## config.mk

```make
export PLATFORM = sky130hd
export DESIGN_NAME = hilo_mdu
export DESIGN_NICKNAME = d
export VERILOG_FILES = /design/src/rtl/hilo_mdu.sv
export SDC_FILE = /design/constraint.sdc
export NUM_CORES = 1
export LEC_CHECK = 0
export ABC_AREA = 1
export CORE_MARGIN = 1
export CORE_UTILIZATION = 35
export CTS_BUF_LIST = sky130_fd_sc_hd__clkbuf_4 sky130_fd_sc_hd__clkbuf_8
export DETAILED_ROUTE_END_ITERATION = 6
export GPL_TIMING_DRIVEN = 0
export SLEW_MARGIN = 20
export SYNTH_ARGS = -nofsm -noshare
export SYNTH_HDL_FRONTEND = slang
export SYNTH_SLANG_ARGS = --single-unit
```

## constraint.sdc

```tcl
create_clock -name clk -period 3.2 [get_ports clk]
set_input_delay 0.64 -clock clk [delete_from_list [all_inputs] [get_ports clk]]
set_output_delay 0.64 -clock clk [all_outputs]
set_load 0.01 [all_outputs]
```

## src/rtl/hilo_mdu.sv

```systemverilog
// rtl/hilo_mdu.sv - iterative multiply/divide unit with architectural HI/LO registers (EX stage)
//
// Ports:
//   clk         rising-edge clock
//   rst         asynchronous active-low reset
//   Valid_E     EX holds a real instruction (0 for bubbles)
//   ALU_Con_E   funct code: 10 MFHI, 11 MTHI, 12 MFLO, 13 MTLO, 18 MULT, 19 MULTU, 1A DIV, 1B DIVU
//   RegA_E      rs operand (multiplicand / dividend / MTHI-MTLO source)
//   RegB_E      rt operand (multiplier / divisor)
//   Stall_E     hold IF/ID and ID/EX, bubble EX/MEM
//   Busy_E      multiply/divide in flight
//   HiLo_Out_E  MFHI/MFLO result, else 0
//   Hi_E, Lo_E  current HI/LO contents
//
// Build option: HILO_MDU_DIV_EN enables DIV/DIVU; without it those codes are ignored.

module hilo_mdu #(
  parameter int ITER_CYCLES = 32
) (
  input  logic        clk,
  input  logic        rst,
  input  logic        Valid_E,
  input  logic [5:0]  ALU_Con_E,
  input  logic [31:0] RegA_E,
  input  logic [31:0] RegB_E,
  output logic        Stall_E,
  output logic        Busy_E,
  output logic [31:0] HiLo_Out_E,
  output logic [31:0] Hi_E,
  output logic [31:0] Lo_E
);

  localparam logic [5:0] F_MFHI  = 6'h10;
  localparam logic [5:0] F_MTHI  = 6'h11;
  localparam logic [5:0] F_MFLO  = 6'h12;
  localparam logic [5:0] F_MTLO  = 6'h13;
  localparam logic [5:0] F_MULT  = 6'h18;
  localparam logic [5:0] F_MULTU = 6'h19;
`ifdef HILO_MDU_DIV_EN
  localparam logic [5:0] F_DIV   = 6'h1A;
  localparam logic [5:0] F_DIVU  = 6'h1B;
`endif
  localparam logic [5:0] LAST_ITER = 6'(ITER_CYCLES - 1);

  typedef enum logic [1:0] {
    S_IDLE = 2'd0,
    S_MUL  = 2'd1,
`ifdef HILO_MDU_DIV_EN
    S_DIV  = 2'd2,
`endif
    S_DONE = 2'd3
  } state_t;

  state_t      state, state_nxt;
  logic [5:0]  cnt;
  logic [31:0] hi, lo;
  logic [31:0] mcand;     // multiplicand magnitude, or divisor magnitude
  logic [63:0] acc;       // MUL: {partial product, multiplier}; DIV: {remainder, quotient}
  logic        neg_lo;    // MUL: negate 64-bit product; DIV: negate quotient
  logic        neg_hi;    // DIV only: negate remainder
  logic        is_div;

  logic        is_mul_op, is_div_op, is_mv_op, hilo_op, start, div_zero, op_signed;
  logic [31:0] a_mag, b_mag;
  logic [32:0] mul_sum;
  logic [63:0] mul_next;
`ifdef HILO_MDU_DIV_EN
  logic [32:0] div_shift, div_diff;
  logic [63:0] div_next;
`endif

  // Decode
  always_comb begin
    is_mul_op = Valid_E && (ALU_Con_E == F_MULT || ALU_Con_E == F_MULTU);
`ifdef HILO_MDU_DIV_EN
    is_div_op = Valid_E && (ALU_Con_E == F_DIV || ALU_Con_E == F_DIVU);
`else
    is_div_op = 1'b0;
`endif
    is_mv_op  = Valid_E && (ALU_Con_E == F_MFHI || ALU_Con_E == F_MTHI ||
                            ALU_Con_E == F_MFLO || ALU_Con_E == F_MTLO);
    hilo_op   = is_mul_op || is_div_op || is_mv_op;
    Busy_E    = (state != S_IDLE);
    Stall_E   = Busy_E && hilo_op;
    start     = !Busy_E && (is_mul_op || is_div_op);
    div_zero  = is_div_op && (RegB_E == 32'd0);
    // Even funct codes (MULT, DIV) are the signed variants
    op_signed = !ALU_Con_E[0];
    a_mag     = (op_signed && RegA_E[31]) ? (32'd0 - RegA_E) : RegA_E;
    b_mag     = (op_signed && RegB_E[31]) ? (32'd0 - RegB_E) : RegB_E;
  end

  // One iteration step of each datapath
  always_comb begin
    // Shift-add: add multiplicand when the current multiplier LSB is set,
    // then shift the 65-bit {carry, sum, multiplier} right by one
    mul_sum  = {1'b0, acc[63:32]} + (acc[0] ? {1'b0, mcand} : 33'd0);
    mul_next = {mul_sum, acc[31:1]};
`ifdef HILO_MDU_DIV_EN
    // Restoring: shift next dividend bit into the remainder, keep the
    // difference only if it did not go negative
    div_shift = {acc[63:32], acc[31]};
    div_diff  = div_shift - {1'b0, mcand};
    div_next  = div_diff[32] ? {div_shift[31:0], acc[30:0], 1'b0}
                             : {div_diff[31:0],  acc[30:0], 1'b1};
`endif
  end

  // FSM state register
  always_ff @(posedge clk or negedge rst) begin
    if (!rst) state <= S_IDLE;
    else      state <= state_nxt;
  end

  // FSM next state
  always_comb begin
    state_nxt = state;
    case (state)
      S_IDLE: begin
        if (start) begin
          if (div_zero)       state_nxt = S_DONE;
`ifdef HILO_MDU_DIV_EN
          else if (is_div_op) state_nxt = S_DIV;
`endif
          else                state_nxt = S_MUL;
        end
      end
      S_MUL:  if (cnt == LAST_ITER) state_nxt = S_DONE;
`ifdef HILO_MDU_DIV_EN
      S_DIV:  if (cnt == LAST_ITER) state_nxt = S_DONE;
`endif
      S_DONE: state_nxt = S_IDLE;
      default: state_nxt = S_IDLE;
    endcase
  end

  // Datapath and HI/LO
  always_ff @(posedge clk or negedge rst) begin
    if (!rst) begin
      hi     <= 32'd0;
      lo     <= 32'd0;
      cnt    <= 6'd0;
      mcand  <= 32'd0;
      acc    <= 64'd0;
      neg_lo <= 1'b0;
      neg_hi <= 1'b0;
      is_div <= 1'b0;
    end else begin
      case (state)
        S_IDLE: begin
          cnt <= 6'd0;
          if (start) begin
            is_div <= is_div_op;
            if (div_zero) begin
              // Pre-load the fixed divide-by-zero result; DONE writes it as-is
              acc    <= {RegA_E, 32'hFFFF_FFFF};
              neg_lo <= 1'b0;
              neg_hi <= 1'b0;
            end else begin
              mcand  <= is_div_op ? b_mag : a_mag;
              acc    <= {32'd0, is_div_op ? a_mag : b_mag};
              neg_lo <= op_signed && (RegA_E[31] ^ RegB_E[31]);
              // Remainder follows the dividend's sign
              neg_hi <= is_div_op && op_signed && RegA_E[31];
            end
          end
          if (Valid_E && ALU_Con_E == F_MTHI) hi <= RegA_E;
          if (Valid_E && ALU_Con_E == F_MTLO) lo <= RegA_E;
        end
        S_MUL: begin
          acc <= mul_next;
          cnt <= cnt + 6'd1;
        end
`ifdef HILO_MDU_DIV_EN
        S_DIV: begin
          acc <= div_next;
          cnt <= cnt + 6'd1;
        end
`endif
        S_DONE: begin
          if (is_div) begin
            hi <= neg_hi ? (32'd0 - acc[63:32]) : acc[63:32];
            lo <= neg_lo ? (32'd0 - acc[31:0])  : acc[31:0];
          end else begin
            {hi, lo} <= neg_lo ? (64'd0 - acc) : acc;
          end
        end
        default: ;
      endcase
    end
  end

  // Move-from result and register taps
  always_comb begin
    HiLo_Out_E = 32'd0;
    if (Valid_E && ALU_Con_E == F_MFHI)      HiLo_Out_E = hi;
    else if (Valid_E && ALU_Con_E == F_MFLO) HiLo_Out_E = lo;
    Hi_E = hi;
    Lo_E = lo;
  end

endmodule

```

After elaboration in Yosys (flattened, before gate mapping) --
Cells that the tools add are included.
Storage, ports and cells: flip-flop bits (word level) 169, input port bits 73, output and inout port bits 98, logic and storage cells 69
Operators by class: add/sub/neg operators 5, equal/unequal tests 13, multiplexer cells 16, bitwise logic cells 1, reductions and logical operators 27
Operator list (count):
- 2-to-1 mux 32 bit | 7
- 2-to-1 mux 64 bit | 2
- case mux 32 bit (2 select lines) | 2
- case mux 64 bit (2 select lines) | 1
- subtractor 1 x 32 -> 32 bit (first input constant) | 2
- subtractor 1 x 64 -> 64 bit (first input constant) | 1
- == test 6 x 5 -> 1 bit (second input constant) | 7
- adder 32 x 32 -> 33 bit | 1
- case mux 6 bit (2 select lines) | 1
- logical AND 1 bit | 11
- AND reduction 2 bit | 5
- inequality test 2 bit (second input constant) | 4
- adder 6 x 1 -> 6 bit (second input constant) | 1
- nonzero test 2 bit | 3
- logical OR 1 bit | 5
- 2-to-1 mux 2 bit | 2
- case mux 2 bit (2 select lines) | 1
- == test 2 x 1 -> 1 bit (second input constant) | 1
- == test 2 bit (second input constant) | 1
- zero test 1 bit | 2
- zero test 2 bit | 1
- XOR 1 bit | 1

Depth between registers and ports, before layout --
Gate-level depths: netlist (run 1).
depth after elaboration 7, mapped depth 18, gate-level depth less buffers 16

Worst setup path before layout (run 1) --
No wires, ideal clock.
path kind flip-flop to flip-flop, start point register acc[0], end point register acc[47], arrival 2165 ps, slack 909 ps, stages on the path, launching flop included 18, path buffers 2, clock period less this slack 2291 ps, path through dfrtp_1 buf_6 clkbuf_1 nand2_1 inv_1 ha_1 inv_1 fa_1 inv_1 nand3_1 nand3_1 nand2_1 nand2_1 nand2_1 nand2_1 nand2_1 nand2_1 o22ai_1
Between the ends: word-level cells in the longest chain between the ends 3
RTL lines:
- start: declaration | line 58 | logic [63:0] acc;
- start signal: assignment | line 156 | acc <= {RegA_E, 32'hFFFF_FFFF};
- start signal: assignment | line 161 | acc <= {32'd0, is_div_op ? a_mag : b_mag};
- start signal: assignment | line 171 | acc <= mul_next;
- 2-to-1 mux 32 bit | line 97 | mul_sum = {1'b0, acc[63:32]} + (acc[0] ? {1'b0, mcand} : 33'd0);
- adder 32 x 32 -> 33 bit | line 97
- case mux 64 bit (2 select lines) | line 149 | case (state)
Every way passes these cells. A chain may end at the register's enable or synchronous reset.

Worst setup path after layout (run 1) --
start point input port ALU_Con_E[0], end point output port HiLo_Out_E[14]
Between the ends: word-level cells in the longest chain between the ends 4
RTL lines:
- start: declaration | line 23 | input logic [5:0] ALU_Con_E,
- == test 6 x 5 -> 1 bit | line 197 | else if (Valid_E && ALU_Con_E == F_MFLO) HiLo_Out_E = lo;
- logical AND 1 bit | line 197
- 2-to-1 mux 32 bit | line 197
- 2-to-1 mux 32 bit (*) | line 196 | if (Valid_E && ALU_Con_E == F_MFHI) HiLo_Out_E = hi;
- end: declaration | line 28 | output logic [31:0] HiLo_Out_E,
Every way passes the cells marked *; elsewhere a longest branch is shown, timed or not.

==> summary.md, run 1 <==
| Metric | Value |
|---|---|
| Failing checks | `design-rule violations` |
| Vias in the first global route | `15342` |
| RePlAce Congestion | `1.003` |
| Die area | `41240 sq um` |
| Hold-fix buffers at CTS | `0` |
| Syn_nets | `2424` |
| Input/output buffers | `170` |
| Worst-path clk slew | `0.08 ns` |
| Core area | `39820 sq um` |
| Final Max Slew Viols | `0` |
| TritonRoute pass-1 iters | `7` |
| Most frequent cells in the layout | `nand2_1 (757), inv_1 (363), nor2_1 (241)` |
| Critical-path cell list | `clkdlybuf4s50_1, inv_2, nand4_1, buf_4, clkbuf_4, o22ai_4, dlygate4sd2_1` |
| Fin. Hold Viols | `0` |
| DP Cell Count | `3010` |
| Hold Crit Class | `in2async` |
| Height of the die | `203.1 um` |
| DP HPWL | `54.09 mm` |
| Static leakage | `0.008907 uW` |
| Root buffer cell | `clkbuf_8` |
| Num rows | `73` |
| Synth Area in Compound Gates | `14.30%` |
| Critical path class | `in2out` |
| Worst Setup Start Kind | `input pin` |
| Initial antenna violation count | `1` |
| Mux cell area share after synthesis | `0%` |
| Syn Area/Cell | `6.115 sq um` |
| Final net count | `2614` |
| WHS | `0.08987 ns` |
| Critical Path Slowest Stage Cell | `clkdlybuf4s50_1` |
| IO Count | `171` |
| Endpoint class of the critical path | `output pin` |
| Largest net degree at the start of global routing | `92` |
| Crit Path Max Fanout | `10` |
| Synth unique cells | `46` |
| Sink Count | `169` |
| Adder-Cell Fraction of Synth Area | `3.324%` |
| Post-synthesis simple-gate area fraction | `37.75%` |
| Die outline width | `203.1 um` |
| CP peak stage delay | `0.48 ns` |
| Minimum clock period | `3.134 ns` |
| FF+latch count, synth | `169` |
| Share of cells above drive strength 1 | `5.173%` |
| Initial Util | `35.53%` |
| Final Cell Area | `16990 sq um` |
| Post-DRT Antenna Nets | `0` |
| Max Cap Violations | `0` |
| Clk buf depth | `2` |
| Final-report setup violation count | `0` |
| Clk_lat worst skew | `0.52 ns` |
| Finished Layout Cells | `3038` |
| DRC | `2` |
| Req. time, crit path | `2.56 ns` |
| Antenna Cells | `0` |
| First-pass GRT wire length | `96.61 mm` |
| Mapped cell area | `14150 sq um` |
| Post-DR wirelength/cell | `21.56 um` |
| Final period util | `97.94%` |
| Htree depth | `4` |
| XOR/XNOR Fraction of Synth Area | `2.166%` |
| DRT iter0 DRCs | `1614` |
| Via-per-instance ratio | `5.326` |
| Total GRT Usage | `31.81%` |
| Main synth FF type | `dfrtp_1` |
| Peak supply drop | `0.1954 mV` |
| Placed cell area | `16540 sq um` |
| PD cells | `457.5 nW/um^2` |
| Critical path buffers and inverters | `5` |
| Final clock skew | `0.02000 ns` |
| Crit path DAT | `2.49 ns` |
| Seq/Total Area, Yosys | `29.89%` |
| Most common cell after layout, fill and taps aside | `nand2_1` |
| Worst Max-Slew Pin Slew | `1.020 ns` |
| Num CTS Buffers | `17` |
| Via count | `16181` |
| Rel. slew slack | `32.02%` |
| Status | `finished with violations` |
| Critical path's top delay family | `buffers and inverters` |
| Total wire length | `65.50 mm` |
| Congestion Overflow GR | `0` |
| TritonCTS clock tree | `yes` |
| Post-synth EDFFs | `0` |
| Ys async rst share | `100.0%` |
| Area delta synth->final | `20.04%` |
| RSZ-0062 raised after global routing | `false` |
| Largest family of logic cells by synthesized area | `simple AND/OR/NAND/NOR gates` |
| Ys Warns | `0` |
| Post-layout util | `42.66%` |
| Mapped Cells | `2314` |
| Max Fclk | `0.3191 GHz` |
-- synth_stat cells, types with 14 or more instances --
library cell | n | area share, %
nor2_1 | 241 | 6.4
xor2_1 | 29 | 1.8
o221ai_1 | 17 | 1.1
a21oi_1 | 57 | 2.0
nand2_1 | 757 | 20
dfrtp_1 | 169 | 30
o22ai_1 | 88 | 3.9
inv_1 | 363 | 9.6
inv_2 | 17 | 0.45
clkbuf_1 | 26 | 0.69
nand3_1 | 208 | 7.4
nand4_1 | 22 | 0.97
ha_1 | 36 | 3.2
o21ai_0 | 90 | 3.2
buf_2 | 30 | 1.1
o211ai_1 | 19 | 1.0
o21bai_1 | 32 | 1.7
nor3_1 | 14 | 0.50
-- power by group --
part / total (uW) / switching (uW) / internal [uW]
Clock: 1450 / 840 / 607
Combinational: 3430 / 2310 / 1120
Sequential: 2900 / 432 / 2460
-- worst reg2reg max path, stage by stage (launching register included) --
cell	delay, ns
dfrtp_1	0.36
buf_6	0.19
clkbuf_1	0.33
nand2_1	0.25
inv_1	0.13
ha_1	0.29
nand2_1	0.14
inv_1	0.05
nand2_1	0.08
nand3_1	0.12
nand2_1	0.12
nand2_1	0.18
o21ai_0	0.34
o21ai_1	0.11
-- registers in the layout, summed over array words and instances (netlist names) --
name and count:
acc 64, Hi_E 32, Lo_E 32, mcand 32, cnt 6, state 2, neg_lo 1
-- worst paths after layout --
kind / end / from / slack, ns / cells past startpoint
max: HiLo_Out_E[14] / ALU_Con_E[0] / 0.07 / 7
min: acc[61] / rst / 0.09 / 1
max reg2reg: acc[44] / acc[0] / 0.41 / 13
min reg2reg: cnt[5] / cnt[5] / 0.47 / 1
max in group asynchronous: acc[16] / rst / 2.21 / 2
min in group clk: cnt[5] / cnt[5] / 0.47 / 1
-- through the flow --
stage	power, uW	setup TNS [ns]	setup slack, ns
global route	8243	0	0.005548
CTS	7713	0	0.06731
detailed placement	6254	-13.94	-0.6713
floorplan	4965	0	0.9090
global placement	6251	-1016.61	-5.969
finish	7772	0	0.06587
-- final cells by class --
type                    instances  area (sq um)
inverters                     381          1430
repair buffers                172          1713
well taps                     525         656.9
plain buffers                  71         387.9
clock buffers                  19         249.0
flip-flops and latches        169          4229
fillers                      4427         22840
clock inverters                 9         81.33
multi-input cells            1692          8240
-- routing by layer --
| metal | routed length [um] | vias up | global-route usage (%) |
|---|---|---|---|
| met3 | 4476 | 125 | 4.414 |
| met1 | 28580 | 7596 | 42.25 |
| met5 | 13 | - | 0 |
| met2 | 29170 | 684 | 50.75 |
| li1 | - | 7774 | - |
| met4 | 3259 | 2 | 15.39 |
-- what timing repair did --
item / 4_1_cts / 5_1_grt
buffers inserted: 1 / 0
endpoints found under the setup margin: 32 / 7
gates resized for setup: 57 / 6
pin swaps: 1 / 0
-- cells by family after synthesis --
family / after synthesis
buffers and inverters: 453
and+or+nand+nor: 1286
adders and majority gates: 37
DFF: 169
AOI/OAI and AO/OA: 334
xor gates and xnor gates: 35
Power figures use the tool's default switching activity.
==> run 2, diff against run 1 <==
--- a/config.mk
+++ b/config.mk
@@ -11,6 +11,7 @@
 export CTS_BUF_LIST = sky130_fd_sc_hd__clkbuf_4 sky130_fd_sc_hd__clkbuf_8
 export DETAILED_ROUTE_END_ITERATION = 6
 export GPL_TIMING_DRIVEN = 0
+export HOLD_SLACK_MARGIN = 0.08
 export SLEW_MARGIN = 20
 export SYNTH_ARGS = -nofsm -noshare
 export SYNTH_HDL_FRONTEND = slang
==> results of run 2 <==
The final DEF is identical to that of run 1; final timing and power are the same.
==> run 3, diff against run 2 <==
--- a/config.mk
+++ b/config.mk
@@ -8,7 +8,7 @@
 export ABC_AREA = 1
 export CORE_MARGIN = 1
 export CORE_UTILIZATION = 35
-export CTS_BUF_LIST = sky130_fd_sc_hd__clkbuf_4 sky130_fd_sc_hd__clkbuf_8
+export CTS_BUF_LIST = sky130_fd_sc_hd__clkbuf_8 sky130_fd_sc_hd__clkbuf_16
 export DETAILED_ROUTE_END_ITERATION = 6
 export GPL_TIMING_DRIVEN = 0
 export HOLD_SLACK_MARGIN = 0.08
==> summary.md, run 3 (synthesized netlist as in run 1, its figures left out) <==
| Metric | Value |
|---|---|
| Status | `finished clean (was finished with violations)` |
| Worst reg-to-reg setup slack | `0.42 ns (was 0.41 ns)` |
| Num CTS Buffers | `17 (unchanged)` |
| Clk buf depth | `2 (unchanged)` |
| PD cells | `482.1 nW/um^2 (was 457.5 nW/um^2)` |
| Max Fclk | `0.3174 GHz (was 0.3191 GHz)` |
| Antenna Cells | `0 (unchanged)` |
| Critical path class | `in2out (unchanged)` |
| Congestion Overflow GR | `0 (unchanged)` |
| Worst r2r src | `acc[0] (unchanged)` |
| Sequential cell area | `4229 sq um (unchanged)` |
| Vias in the first global route | `15355 (was 15342)` |
| Num rows | `73 (unchanged)` |
| Final Max Slew Viols | `0 (unchanged)` |
| Internal | `4625 uW (was 4189 uW)` |
| Most common cell after layout, fill and taps aside | `nand2_1 (unchanged)` |
| Post-DRT Antenna Nets | `0 (unchanged)` |
| Post-layout util | `43.12% (was 42.66%)` |
| Input/output buffers | `170 (unchanged)` |
| Crit Path Max Fanout | `10 (unchanged)` |
| Post-DR wirelength/cell | `21.60 um (was 21.56 um)` |
| Multi-input logic area | `8240 sq um (unchanged)` |
| Fillers | `4412 (was 4427)` |
| Largest reg by FF count | `acc (unchanged)` |
| Final period util | `98.45% (was 97.94%)` |
| Max Cap Violations | `0 (unchanged)` |
| Endpoint class of the critical path | `output pin (unchanged)` |
| Peak supply drop | `0.3129 mV (was 0.1954 mV)` |
| Initial antenna violation count | `0 (was 1)` |
| Core area | `39820 sq um (unchanged)` |
| Static leakage | `0.008996 uW (was 0.008907 uW)` |
| Total GRT Usage | `31.86% (was 31.81%)` |
| IO Count | `171 (unchanged)` |
| Switching share of power | `44.14% (was 46.10%)` |
| First-pass GRT wire length | `96.83 mm (was 96.61 mm)` |
| RePlAce Congestion | `1.003 (unchanged)` |
| Clk_lat worst skew | `0.47 ns (was 0.52 ns)` |
| Most frequent cells in the layout | `nand2_1 (757), inv_1 (365), nor2_1 (241) (was nand2_1 (757), inv_1 (363), nor2_1 (241))` |
| Via count | `16242 (was 16181)` |
| Critical Path Slowest Stage Cell | `clkdlybuf4s50_1 (unchanged)` |
| Hold Crit Class | `in2async (unchanged)` |
| Max reg flops | `64 (unchanged)` |
| DRT iter0 DRCs | `1499 (was 1614)` |
| Largest net degree at the start of global routing | `92 (unchanged)` |
| Htree depth | `4 (unchanged)` |
| DRC | `0 (was 2)` |
| Minimum clock period | `3.151 ns (was 3.134 ns)` |
| Sequential power share | `35.0% (was 37.3%)` |
| Share of cells above drive strength 1 | `5.094% (was 5.173%)` |
| Via-per-instance ratio | `5.346 (was 5.326)` |
| Final WS setup | `0.04945 ns (was 0.06587 ns)` |
| Worst Max-Slew Pin Slew | `1.098 ns (was 1.020 ns)` |
| Root buffer cell | `clkbuf_16 (was clkbuf_8)` |
| Reg2Reg Depth | `13 (unchanged)` |
| DP HPWL | `54.09 mm (unchanged)` |
| Critical-path cell list | `clkdlybuf4s50_1, inv_2, nand4_1, buf_4, clkbuf_4, o22ai_4, dlygate4sd2_1 (unchanged)` |
| Crit path DAT | `2.51 ns (was 2.49 ns)` |
| Reg-to-reg endpoint | `acc[44] (unchanged)` |
| Final-report setup violation count | `0 (unchanged)` |
| Sink Count | `169 (unchanged)` |
| Die outline width | `203.1 um (unchanged)` |
| Die area | `41240 sq um (unchanged)` |
| Area delta synth->final | `21.34% (was 20.04%)` |
| Worst Setup Start Kind | `input pin (unchanged)` |
| Total wire length | `65.61 mm (was 65.50 mm)` |
| RSZ-0062 raised after global routing | `false (unchanged)` |
| TritonRoute pass-1 iters | `5 (was 7)` |
| Fin. Hold Viols | `0 (unchanged)` |
| CP peak stage delay | `0.47 ns (was 0.48 ns)` |
| Initial Util | `35.53% (unchanged)` |
| Switching pwr | `3654 uW (was 3583 uW)` |
| Height of the die | `203.1 um (unchanged)` |
| Logic pwr share | `41.4% (was 44.1%)` |
| TritonCTS clock tree | `yes (unchanged)` |
| Final net count | `2614 (unchanged)` |
| Hold-fix buffers at CTS | `0 (unchanged)` |
| Rel. slew slack | `26.77% (was 32.02%)` |
| Worst-path clk slew | `0.06 ns (was 0.08 ns)` |
| Place WS | `-0.6713 ns (unchanged)` |
| Clock Power Share | `23.6% (was 18.6%)` |
| Req. time, crit path | `2.56 ns (about the same)` |
| Final clock skew | `0.01592 ns (was 0.02000 ns)` |
[run 3: cell types whose count changed in the layout (fill, tap and decap cells not counted)]
cell	previous run	this run
inv_1	363	365
clkbuf_8	18	1
clkbuf_16	1	18
clkbuf_4	5	3
[run 3: through the flow]
step	setup TNS (ns)	instance area [sq um]	std cells	total power, uW	hold WS [ns]
6_report	0	17170	3038	8279	0.1389
4_1_cts	0	17160	3039	8218	0.1680
3_3_place_gp	-1016.61	16510	3009	6251	0.4500
5_1_grt	0	17170	3038	8754	0.1927
2_1_floorplan	0	14150	2314	4965	0.3444
3_5_place_dp	-13.94	16540	3010	6254	0.4494
[run 3: worst max-delay path by stage]
stage	slack, ns	end	start
after floorplan	0.91	acc[47]	acc[0]
after CTS	0.07	HiLo_Out_E[31]	ALU_Con_E[3]
after global placement	-5.97	acc[2]	rst
after detailed placement	-0.67	HiLo_Out_E[14]	ALU_Con_E[3]
after global routing	0.006	HiLo_Out_E[15]	ALU_Con_E[3]
final	0.05	HiLo_Out_E[14]	ALU_Con_E[0]
[run 3: area by class of cell]
| class | instances | area share, % |
|---|---|---|
| inverter | 381 | 8.328 |
| buffer | 71 | 2.259 |
| multi-input combinational | 1692 | 47.99 |
| clock buffer | 17 | 2.477 |
| sequential | 169 | 24.63 |
| clock inverter | 11 | 0.5173 |
| tap | 525 | 3.825 |
| timing repair buffer | 172 | 9.975 |
[run 3: critical path: cells and delay by family]
family	cells	cell delay (ns)
and+or+nand+nor	1	0.14
AOI/OAI and AO/OA	1	0.24
buffers and inverters	5	1.47
[run 3: per-layer routing]
| layer | track usage [%] | vias to the layer above | share of wire [%] |
|---|---|---|---|
| met2 | 50.91 | 653 | 45 |
| met4 | 15.23 | 0 | 4.7 |
| met3 | 4.125 | 118 | 6.0 |
| met5 | 0 | - | 0 |
| li1 | - | 7783 | - |
| met1 | 42.48 | 7688 | 44 |
[run 3: repair_timing]
item                                    4_1_cts  5_1_grt
pin swaps                                     1        0
gates resized for setup                      57        6
endpoints found under the setup margin       32        6
buffers inserted                              1        0
[run 3: power groups by stage]
stage	clock network, uW	logic (uW)	registers (uW)
5_1_grt	2050	3770	2940
6_report	1950	3430	2900
2_1_floorplan	0	2180	2780
4_1_cts	1970	3360	2880
3_5_place_dp	0	3340	2920
3_3_place_gp	0	3330	2920
